==> src/rtl/mem_master.sv <==
// mem_master: stalls the pipeline while a single load/store is carried out over a
// req/ack memory handshake, with address range checking and an ack timeout.
module mem_master #(
   parameter int BASE_ADDR = 1024,
   parameter int DEPTH     = 64,
   parameter int TIMEOUT   = 15
) (
   input  logic                     clk,
   input  logic                     rst,
   input  logic                     MEM_R_EN,
   input  logic                     MEM_W_EN,
   input  logic [31:0]              alu_res,
   input  logic [31:0]              rm_val,
   output logic [31:0]              data_mem,
   output logic                     freeze,
   output logic                     mem_err,
   output logic                     mem_req,
   output logic                     mem_we,
   output logic [$clog2(DEPTH)-1:0] mem_addr,
   output logic [31:0]              mem_wdata,
   input  logic [31:0]              mem_rdata,
   input  logic                     mem_ack
);
   localparam int AW = $clog2(DEPTH);
   localparam int CW = $clog2(TIMEOUT + 1);
   typedef enum logic [1:0] {IDLE, BUSY, DONE} state_t;
   state_t state, next_state;
   logic [CW-1:0] cnt;
   logic [32:0] byte_addr, offset;
   logic access, in_range, timed_out, latch, err_nxt;
   logic [31:0] data_nxt;
   // 33-bit arithmetic keeps the upper bound check safe from wraparound
   assign byte_addr = {1'b0, alu_res[31:2], 2'b00};
   assign offset    = byte_addr - 33'(BASE_ADDR);
   assign in_range  = (byte_addr >= 33'(BASE_ADDR)) && (offset < 33'(4 * DEPTH));
   assign access    = MEM_R_EN | MEM_W_EN;
   assign timed_out = cnt == CW'(TIMEOUT - 1);
   always_ff @(posedge clk or negedge rst)
      if (!rst) state <= IDLE;
      else      state <= next_state;
   always_comb begin
      next_state = state == IDLE ? (access ? (in_range ? BUSY : DONE) : IDLE) :
                   state == BUSY ? ((mem_ack || timed_out) ? DONE : BUSY) : IDLE;
   end
   always_comb begin
      freeze   = (state == IDLE && access) || state == BUSY;
      latch    = state == IDLE && access && in_range;
      err_nxt  = (state == IDLE && access && !in_range) || (state == BUSY && !mem_ack && timed_out);
      data_nxt = next_state != DONE ? data_mem :
                 (state == BUSY && mem_ack && !mem_we) ? mem_rdata : 32'd0;
   end
   always_ff @(posedge clk or negedge rst)
      if (!rst) begin
         mem_req   <= 1'b0;
         mem_we    <= 1'b0;
         mem_addr  <= '0;
         mem_wdata <= '0;
         data_mem  <= '0;
         mem_err   <= 1'b0;
         cnt       <= '0;
      end else begin
         mem_req  <= next_state == BUSY;
         mem_err  <= err_nxt;
         data_mem <= data_nxt;
         cnt      <= latch ? '0 : state == BUSY ? cnt + 1'b1 : cnt;
         if (latch) begin
            mem_addr  <= offset[AW+1:2];
            mem_wdata <= rm_val;
            mem_we    <= MEM_W_EN;
         end
      end
endmodule

==> config.mk <==
export PLATFORM = sky130hd
export DESIGN_NAME = mem_master
export DESIGN_NICKNAME = d
export VERILOG_FILES = /design/src/rtl/mem_master.sv
export SDC_FILE = /design/constraint.sdc
export NUM_CORES = 1
export LEC_CHECK = 0
export ABC_AREA = 1
export ABC_CLOCK_PERIOD_IN_PS = 2400
export CAP_MARGIN = 10
export CORE_AREA = 4 4 88 173
export CTS_CLUSTER_SIZE = 12
export DETAILED_ROUTE_END_ITERATION = 10
export DIE_AREA = 0 0 92 177
export PLACE_DENSITY_LB_ADDON = 0.3
export SLEW_MARGIN = 25
export SYNTH_ARGS = -nofsm -noshare
export SYNTH_HDL_FRONTEND = slang
export SYNTH_SLANG_ARGS = --single-unit
==> constraint.sdc <==
create_clock -name clk -period 2.4 [get_ports clk]
set_input_delay 0.24 -clock clk [delete_from_list [all_inputs] [get_ports clk]]
set_output_delay 0.24 -clock clk [all_outputs]
set_load 0.01 [all_outputs]
After elaboration in Yosys (flattened, before gate mapping)
Cells that the tools add are included.
{"block": "totals", "out_inout_bits": 74, "wordCells": 41, "reg_bits": 79}
{"block": "op_classes", "n_mux": 8, "bitwise": 1, "n_eq_ne": 4, "n_lt_le_gt_ge": 2, "addsub": 2, "reduce_logical": 16}
{"op": "$lt A33 B9 Y1 const B", "n": 1}
{"op": "$sub A32 B11 Y33 const B", "n": 1}
{"op": "$ge A32 B11 Y1 const B", "n": 1}
{"op": "$mux W32", "n": 1}
{"op": "$mux W2", "n": 5}
{"op": "$logic_and A1 B1 Y1", "n": 8}
{"op": "$mux W4", "n": 2}
{"op": "$add A4 B1 Y4 const B", "n": 1}
{"op": "$eq A2 B1 Y1 const B", "n": 2}
{"op": "$eq A4 B4 Y1 const B", "n": 1}
{"op": "$logic_not A1 Y1", "n": 3}
{"op": "$logic_or A1 B1 Y1", "n": 3}
{"op": "$logic_not A2 Y1", "n": 1}
{"op": "$ne A2 B2 Y1 const B", "n": 1}
{"op": "$reduce_bool A2 Y1", "n": 1}
{"op": "$or A1 B1 Y1", "n": 1}

Logic depth before layout (Yosys ltp)
{"block": "logic_depth", "ltp_word": 7, "depth_mapped": 16, "mapped_depth_nobuf": 15}

Worst setup path after synthesis
No wires, ideal clock.
{"block": "synth_path", "path_type": "input-to-reg", "start": "input port alu_res[10]", "end": "register mem_wdata[10]", "path_slack_ps": 490, "arrival_time_ps": 1792, "required_ps": 2283, "stages": 13, "path_cell_list": "inv_1 ha_1 nand2_2 nor2_4 nand2_1 o21ai_1 nand2_1 nand3b_1 nor2_4 nand3_4 buf_6 nand2_1 nand2_1"}
{"block": "synth_via", "elab_chain_cells": 4}
{"element": "start: declaration", "line": "12", "rtl": "input logic [31:0] alu_res,"}
{"element": "$sub A32 B11 Y33", "line": "34", "rtl": "assign offset = byte_addr - 33'(BASE_ADDR);"}
{"element": "$lt A33 B9 Y1", "line": "35", "rtl": "assign in_range = (byte_addr >= 33'(BASE_ADDR)) && (offset < 33'(4 * DEPTH));"}
{"element": "$logic_and A1 B1 Y1 *", "line": "35"}
{"element": "$logic_and A1 B1 Y1 *", "line": "47", "rtl": "latch = state == IDLE && access && in_range;"}
{"element": "end signal: assignment", "line": "68", "rtl": "mem_wdata <= rm_val;"}
{"element": "end: declaration", "line": "20", "rtl": "output logic [31:0] mem_wdata,"}
Every way passes the cells marked *; elsewhere a longest branch is shown, timed or not.
A chain may end at the register's enable or synchronous reset.

Worst setup path in the final report
{"block": "layout_path", "start": "input port alu_res[10]", "end": "register data_mem[16]"}
{"block": "layout_via", "elab_chain_cells": 7}
{"element": "$sub A32 B11 Y33", "line": "34"}
{"element": "$lt A33 B9 Y1", "line": "35"}
{"element": "$logic_and A1 B1 Y1 *", "line": "35"}
{"element": "$mux W2 * (3 in a row)", "line": "42", "rtl": "next_state = state == IDLE ? (access ? (in_range ? BUSY : DONE) : IDLE) :"}
{"element": "$ne A2 B2 Y1 *", "line": "49", "rtl": "data_nxt = next_state != DONE ? data_mem :"}
{"element": "end signal: assignment", "line": "64", "rtl": "data_mem <= data_nxt;"}
{"element": "end: declaration", "line": "14", "rtl": "output logic [31:0] data_mem,"}
Marked as above.

==> metrics.sh <==
SYNTH.AVG_CELL_AREA_UM2=7.595
CLK-INSERTION-DELAY-LATE_NS=0.33
CP_SLOWEST_CELL='clkdlybuf4s50_1'
FILLERINSTANCES=1406
WORST_HOLD_SLACK_NS=0.4502
TIMING.FINAL.CRIT_PERIOD_NS=2.228
SETUP_VIOLATIONS=0
CTS.SINKS=79
GRT_ANTENNA_BEFORE_REPAIR=0
FINALCRITPERIODSHARE_PCT=92.84
MOST-COMMON-LAYOUT-CELLS='nand2_1, clkdlybuf4s50_1, dfrtp_1'
REG2REG_FROM='state[1]'
ROUTED_WIRE_LENGTH_PER_INSTANCE_UM=14.90
SYN2LAYOUT_AREA_GROWTH_PCT=61.30
PLACE_HPWL_UM=10860
CTS_BUFFER_COUNT=9
FINALSETUPTNS_NS=0
SYNTH.CELL_AREA_UM2=4131
GLOBAL_ROUTE.USAGE.TOTAL_PCT=17.59
TIMING_WORST_SLEW_PIN_VALUE_NS=0.4418
MAXCAPVIOLATIONS=0
POST_DRT_VIA_CELL_RATIO=4.649
WORST_SETUP_PATH_STARTPOINT='alu_res[10]'
SYNTHCELLS=544
DETAIL_ROUTE.ITER0.VIOLATIONS=176
PATH_MAX_FANOUT=34
FINAL_HOLD_VIOL_COUNT=0
SKEW_NS=0.007946
DETAIL_ROUTE.FIRST_PASS.ITERATIONS=4
POWERDENSITY_nW_PER_UM2=480.3
ROOT_BUFFER='clkbuf_16'
SYNTH_TOP_CELL_AREA_SHARE_PCT=47.85
POST-SYNTH-TOP-AREA-CELL='dfrtp_1'
REGTOREGSETUPSLACK_NS=0.76
FFS_LATCHES_SYNTH=79
SYNTHFLOPTYPE='dfrtp_1'
POWER_mW=3.201
STATUS='completed'
ROUTED-VIA-COUNT=4370
NUM_ROWS=61
SLEW_HEADROOM_PCT=70.55
NUMBER_OF_FLOPS_MAPPED_TO_ENABLE_CELLS_BY_YOSYS=0
SYNTH.TOP_CELLS.BY_AREA='dfrtp_1, nand2_1, nand4_1, nand3_1, nor2_1'
INITIAL_CORE_UTILIZATION_PCT=29.74
LAYOUT_COMMONEST_CELL='nand2_1'
CTS-HTREE-LEVELS=3
CLOCK_TREE.BUFFER_DEPTH=2
CRITICAL-PATH-MAX-STAGE-DELAY_NS=0.42
POSTSYNTH.ASYNCRESETSHARE_PCT=100.0
NUMBER_OF_DRC_VIOLATIONS_AFTER_DETAILED_ROUTING=0
WL_UM=14000
MULTIINPUTGATEAREA_UM2=1876
WS_PATH_TYPE='input pin to flip-flop'
POSTSYNTHNETCOUNT=648
PLACEABLECOREAREA_UM2=13890
COUNT_OF_NETS_LEFT_WITH_ANTENNA_VIOLATIONS_AFTER_DETAIL_ROUTING=0
SLEW_VIOL_FINAL=0
DIE_AREA_UM2=16280
CP_DATA_REQUIRED_TIME_NS=2.67
MAX_FREQ_MHz=448.8
NNETSFINAL=850
SYNTHESIS.YOSYS.WARNINGS=0
GRT_OVERFLOW=0
CP_DATA_ARRIVAL_TIME_NS=2.49
BUFFER_PORTS.INSERTED=172
FIRST_GLOBAL_VIAS=4555
DESIGN.PORTCOUNT=175
GRT_PASS1_WL_UM=22640
LEAKAGE_nW=3.261
MAXIMUM_NUMBER_OF_PINS_ON_ONE_NET_BEFORE_GLOBAL_ROUTE_REPAIR=80
CRITICAL_PATH.CELL_CHAIN='clkdlybuf4s50_1, inv_1, ha_4, nand2_4, nor2_4, buf_4, nor2_1, nor2_1, nand2_1, nor2_1, nand3_1, nor2_1, nand2_1, nand2_1, buf_12, nand3_1, nand2_1'
REGISTER_AREA_UM2=1977
CLK_PIN_SLEW_WORST_PATHS_NS=0.06
DRIVE_ABOVE_1_SHARE_PCT=10.79
CRITICAL_PATH.ENDPOINT_TYPE='flip-flop'
FINALWEIGHTEDCONGESTION=0.8806
CP-START-KIND='input pin'
LIBRARY_CELLS_USED_BY_SYNTHESIS=28
HOLD_PATH_STARTPOINT='mem_rdata[20]'
WORSTHOLDPATHTYPE='input pin to flip-flop'
PEAKVDDDROP_mV=0.2631
SYNTH_SEQUENTIAL_AREA_RATIO_PCT=47.85
NUM_ANTENNA_CELLS=0
DIE_WIDTH_UM=92
CLOCK_TREE_FROM_TRITONCTS='done'
DIE_Y_UM=177
-- registers in the layout (all words and copies together) (netlist names) --
| register | cells |
|---|---|
| mem_req | 1 |
| state | 2 |
| mem_wdata | 32 |
| data_mem | 32 |
| mem_we | 1 |
| mem_err | 1 |
| mem_addr | 6 |
| cnt | 4 |
-- worst paths after layout --
| path | to | cells past startpoint |
|---|---|---|
| max | data_mem[16] | 17 |
| min | data_mem[20] | 3 |
| max reg2reg | data_mem[16] | 6 |
| min reg2reg | mem_wdata[5] | 2 |
| max in group asynchronous | data_mem[7] | 3 |
| min in group asynchronous | mem_addr[2] | 3 |
-- through the flow --
stage / cell area [um^2] / setup WS (ns) / instances / util (%)
2_1_floorplan: 4131 / 0.4903 / 544 / -
3_3_place_gp: 6300 / -0.1929 / 921 / 45.35
3_5_place_dp: 6300 / -0.2377 / 921 / 45.35
4_1_cts: 6624 / 0.1126 / 938 / 47.69
5_1_grt: 6664 / -0.01708 / 940 / 47.97
6_report: 6664 / 0.1719 / 940 / 47.97
-- worst max-delay path, delay by kind of cell --
| kind | cells | cell delay (ns) |
|---|---|---|
| buffers and inverters | 4 | 0.93 |
| and+or+nand+nor | 12 | 1.13 |
| adders and majority gates | 1 | 0.18 |
-- cell usage after synthesis, types with 3 or more instances --
cell / instances
o21ai_1: 3
ha_1: 3
nand4_1: 46
nand2_1: 223
dfrtp_1: 79
nand3b_1: 3
nor2_1: 44
buf_2: 5
buf_4: 5
xnor2_1: 3
clkbuf_1: 9
nor2_2: 5
o21ai_0: 3
nor2_4: 4
inv_1: 32
buf_6: 7
inv_2: 4
nand3_1: 53
-- cell families (layout without fill, tap and decap cells) --
group / after synthesis / in the layout / share of synthesized area (%)
XOR/XNOR: 5 / 5 / 1.060
adder cells (fa/ha/maj): 3 / 3 / 0.9086
AND/OR/NAND/NOR: 385 / 385 / 41.31
AO/OA/AOI/OAI: 9 / 9 / 1.272
flip-flops: 79 / 79 / 47.85
buffers and inverters: 63 / 270 / 7.601
-- cell type report --
type / count / share of cell area (%)
Clock buffer: 11 / 3.492
Clock inverter: 5 / 1.220
Inverter: 37 / 2.084
Multi-Input combinational cell: 402 / 28.14
Sequential cell: 79 / 29.67
Tap cell: 189 / 3.549
Timing Repair Buffer: 217 / 31.84
-- power breakdown --
part | switching [mW] | total (mW) | internal, mW | leakage (nW)
Clock | 0.534 | 1.45 | 0.914 | 0.150
Sequential | 0.00143 | 1.34 | 1.34 | 1.10
Combinational | 0.194 | 0.416 | 0.222 | 2.01
-- metal layers --
metal / part of all wire, % / vias to the layer above / global-route usage (%)
met1: 35 / 2022 / 17.59
met5: 0 / - / 0
met3: 6.1 / 33 / 4.043
met4: 4.0 / 0 / 8.437
li1: - / 2151 / -
met2: 55 / 164 / 33.49
-- repair_timing --
| item | CTS | global route |
|---|---|---|
| hold buffers | 1 | 0 |
| buffers inserted | 0 | 2 |
| gates resized for setup | 0 | 6 |
| setup endpoints to repair | 0 | 78 |
| endpoints found under the hold margin | 79 | 0 |
(Power assumes the default switching activity.)
